==> src/rtl/serial_subtractor.sv <==
// Bit-serial subtractor: diff = a - b - bin, one bit per clock, LSB first,
// built around a single full-subtractor cell and a borrow flip-flop.
module serial_subtractor #(
   parameter int WIDTH = 8
) (
   input  logic             clk,
   input  logic             rst_n,
   input  logic             start,
   input  logic [WIDTH-1:0] a,
   input  logic [WIDTH-1:0] b,
   input  logic             bin,
   output logic             busy,
   output logic             done,
   output logic [WIDTH-1:0] diff,
   output logic             bout
);

   // state | meaning
   // IDLE  | waiting for start; diff/bout hold the last result
   // SHIFT | one operand bit pair consumed per clock, WIDTH clocks total
   // DONE  | one-cycle result-valid pulse; start here launches back-to-back
   typedef enum logic [1:0] {IDLE, SHIFT, DONE} state_t;

   localparam int CNT_W = $clog2(WIDTH + 1);

   state_t             state, state_nxt;
   logic [WIDTH-1:0]   a_sh, b_sh, res_sh;
   logic               borrow;
   logic [CNT_W-1:0]   cnt;
   logic               ai, bi, d, borrow_nxt;
   logic               accept, last;

   assign ai         = a_sh[0];
   assign bi         = b_sh[0];
   assign d          = ai ^ bi ^ borrow;
   assign borrow_nxt = (~ai & bi) | (~(ai ^ bi) & borrow);
   assign last       = (cnt == CNT_W'(WIDTH - 1));
   assign accept     = start && ((state == IDLE) || (state == DONE));

   always_ff @(posedge clk or negedge rst_n) begin
      if (!rst_n) begin
         state <= IDLE;
      end else begin
         state <= state_nxt;
      end
   end

   always_comb begin
      state_nxt = state;
      busy      = 1'b0;
      done      = 1'b0;
      case (state)
         IDLE: begin
            if (start) state_nxt = SHIFT;
         end
         SHIFT: begin
            busy = 1'b1;
            if (last) state_nxt = DONE;
         end
         DONE: begin
            done      = 1'b1;
            state_nxt = start ? SHIFT : IDLE;
         end
         default: state_nxt = IDLE;
      endcase
   end

   // Result bits enter at the MSB, so after WIDTH shifts res_sh is LSB-aligned;
   // diff is a separate register so it holds steady during the next operation.
   always_ff @(posedge clk or negedge rst_n) begin
      if (!rst_n) begin
         a_sh   <= '0;
         b_sh   <= '0;
         res_sh <= '0;
         borrow <= 1'b0;
         cnt    <= '0;
         diff   <= '0;
         bout   <= 1'b0;
      end else if (accept) begin
         a_sh   <= a;
         b_sh   <= b;
         borrow <= bin;
         cnt    <= '0;
      end else if (state == SHIFT) begin
         a_sh   <= a_sh >> 1;
         b_sh   <= b_sh >> 1;
         res_sh <= {d, res_sh[WIDTH-1:1]};
         borrow <= borrow_nxt;
         cnt    <= cnt + CNT_W'(1);
         if (last) begin
            diff <= {d, res_sh[WIDTH-1:1]};
            bout <= borrow_nxt;
         end
      end
   end

endmodule

==> config.mk <==
export PLATFORM = sky130hd
export DESIGN_NAME = serial_subtractor
export DESIGN_NICKNAME = d
export VERILOG_FILES = /design/src/rtl/serial_subtractor.sv
export SDC_FILE = /design/constraint.sdc
export NUM_CORES = 1
export LEC_CHECK = 0
export CORE_ASPECT_RATIO = 0.5
export CORE_MARGIN = 8
export CORE_UTILIZATION = 43
export CTS_CLUSTER_DIAMETER = 100
export DETAILED_ROUTE_END_ITERATION = 8
export GPL_TIMING_DRIVEN = 0
export PLACE_DENSITY = 0.77
export SLEW_MARGIN = 10
export SYNTH_ARGS = -nofsm -noshare
export SYNTH_HDL_FRONTEND = slang
export SYNTH_SLANG_ARGS = --single-unit
==> constraint.sdc <==
create_clock -name clk -period 2.15 [get_ports clk]
set_clock_uncertainty 0.1 [all_clocks]
set_input_delay 0.3225 -clock clk [delete_from_list [all_inputs] [get_ports clk]]
set_output_delay 0.3225 -clock clk [all_outputs]
set_load 0.01 [all_outputs]
==> impl_metrics.json <==
{
  "irDropWorstVdd_uv": 474,
  "setup_viol": 0,
  "drt-total-wl_um": 3540,
  "cp-end-kind": "primary output",
  "synth_common_cells": "51 x nand2_1, 39 x dfrtp_1, 14 x nor2_1, 11 x a31oi_1, 9 x mux2_2",
  "cts.htree.levels": 2,
  "syn_inst": 161,
  "ys_seq_area_frac": 0.594,
  "whs_ns": 0.322,
  "drv_slew": 0,
  "crit_fanout": 19,
  "nets": 221,
  "r2r_end": "a_sh[4]",
  "power_density_nw_per_um2": 1440,
  "core_area_um2": 3780,
  "antenna_found_initial": 0,
  "setup.worst_path.start": "state[1]",
  "final_area_um2": 2120,
  "async_flop_share": 1.00,
  "startpoint_type": "flop",
  "clk_pin_slew_worst_paths_ns": 0.07,
  "grt_first_pass_wirelength_um": 5920,
  "initial_core_util": 0.435,
  "synthesis.area_um2": 1640,
  "die_area_um2": 6180,
  "place_ws_ns": 0.0200,
  "die_y_um": 59.7,
  "status": "finished clean",
  "synth_area_leaders": "dfrtp_1 59%, nand2_1 12%, mux2_2 6.2%",
  "via_per_inst": 4.81,
  "overflow": 0,
  "layout-drive-gt1-share": 0.105,
  "vias": 1223,
  "place_hpwl_um": 2600,
  "worstMarginPinSlew_ns": 0.510,
  "ys.flop_type": "dfrtp_1",
  "layout_min_cycle_time_ns": 2.07,
  "drtAntennaViolNets": 0,
  "drc": 0,
  "cts_sinks": 39,
  "diodes": 0,
  "rsz0062_at_grt": "no",
  "drt-pass1-iter-count": 4,
  "place_congestion": 0.767,
  "timing.final.crit_share": 0.962,
  "syn_area_per_cell_um2": 10.2,
  "numCtsBuffers": 5,
  "nFillCells": 328,
  "ys_warn_count": 0,
  "fp.dieW_um": 103,
  "clock_latency_ns": 0.29,
  "finalHoldViolations": 0,
  "yosysUniqueCellTypes": 26,
  "fp-row-count": 16,
  "required_ns": 1.73,
  "grt_pass1_vias": 1212,
  "ff2ff_setup_slack_ns": 0.38,
  "arrival_ns": 1.64,
  "grt.total_usage": 0.127,
  "r2r_start": "state[0]",
  "synth_edf_count": 0,
  "wl_per_cell_um": 13.9,
  "placed_cell_area_um2": 2030,
  "synth_top_area_cell": "dfrtp_1",
  "worstSetupPathType": "flop to primary output",
  "max_cap_violations": 0,
  "ff2ff_path_depth": 4,
  "synth_top_area_frac": 0.594,
  "post-synth-top-count-cell": "nand2_1",
  "drt_iter0_drc": 58,
  "cts_tree": "yes",
  "ys_ff_latch": 39,
  "port_buffers": 30,
  "synthToLayoutAreaGrowth_pct": 28.8,
  "max_freq_ghz": 0.484,
  "final_core_util": 0.560,
  "syn_nets": 183,
  "grt_max_degree": 33,
  "cts_root_buf": "clkbuf_8",
  "hold_path.class": "input pin to asynchronous set/reset pin",
  "leakage_nw": 0.953,
  "setup_ws_ns": 0.0826,
  "ios": 31,
  "relSlewSlack": 0.660,
  "cts_setup_buffers": 0,
  "clock_path_buffers": 2
}
==> metrics by stage <==
step | setup TNS (ns) | power (mW) | instances
after floorplan | 0 | 2.10 | 161
after global placement | -9.71 | 2.56 | 245
after detailed placement | 0 | 2.60 | 246
after CTS | 0 | 3.08 | 254
after global routing | 0 | 3.32 | 254
final | 0 | 3.05 | 254
==> cell families after synthesis <==
family,synth area share
AND/OR/NAND/NOR,0.190
flip-flops,0.594
AO/OA/AOI/OAI,0.0807
buffers and inverters,0.0358
multiplexers,0.0799
adder cells (fa/ha/maj),0.0198
==> layout by cell type (no fill, tap or decap), drive strengths merged <==
| master | count |
|---|---|
| ha | 1 |
| and2b | 1 |
| buf | 4 |
| nor3 | 2 |
| nand3 | 3 |
| a221o | 1 |
| nand4 | 1 |
| nand2b | 2 |
| mux2i | 3 |
| clkinv | 1 |
| nor2b | 1 |
| mux2 | 9 |
| inv | 4 |
| a31oi | 11 |
| dlygate4sd3 | 1 |
| clkdlybuf4s50 | 29 |
| nor2 | 14 |
| o22ai | 1 |
| nand2 | 51 |
| a21oi | 1 |
| o21ai | 2 |
| a22o | 2 |
| dfrtp | 39 |
| a22oi | 2 |
| clkbuf | 13 |
| fa | 1 |
==> repair_timing <==
| item | 4_1_cts | 5_1_grt |
|---|---|---|
| hold buffers | 1 | 0 |
| resized for setup | 1 | 1 |
| endpoints found under the setup margin | 1 | 1 |
| hold endpoints to repair | 7 | 0 |
==> flip-flops by register name (all words and copies together), names as in the netlist <==
signal	flops
a_sh	8
b_sh	8
borrow	1
bout	1
cnt	4
diff	8
res_sh	7
state	2
==> metal layers <==
layer | up-vias | GRT usage | part of all wire
li1 | 612 | - | -
met1 | 572 | 0.177 | 0.51
met2 | 34 | 0.165 | 0.38
met3 | 5 | 0.0557 | 0.10
met4 | 0 | 0.0509 | 0.0096
met5 | - | 0 | 0
==> how the worst max path moves through the flow <==
stage | endpoint | slack, ns
4_1_cts | busy | 0.03
3_3_place_gp | diff[3] | -0.25
3_5_place_dp | a_sh[6] | 0.02
6_report | busy | 0.08
2_1_floorplan | diff[0] | 0.59
5_1_grt | busy | 0.01
==> layout make-up <==
type                       count  area [µm²]  area share
tap                           54        67.6      0.0319
sequential                    39         976       0.461
clock buffer                   7        76.3      0.0360
clock inverter                 1        5.00     0.00236
inverter                       4        20.0     0.00945
multi-input combinational    109         609       0.288
timing repair buffer          32         325       0.154
buffer                         8        38.8      0.0183
==> power by group <==
| group | internal (mW) | leakage (nW) | switching, mW | total, mW |
|---|---|---|---|---|
| registers | 1.09 | 0.478 | 0.210 | 1.30 |
| clock network | 0.227 | 0.0422 | 0.240 | 0.467 |
| logic | 0.616 | 0.433 | 0.669 | 1.28 |
| total | 1.93 | 0.953 | 1.12 | 3.05 |
==> critical path, cell delays in order, from the launching register on <==
cell and delay [ns]:
dfrtp_1 0.37, nand2b_1 0.15, buf_6 0.15, inv_6 0.13, clkdlybuf4s50_1 0.55
Power figures use the tool's default switching activity.
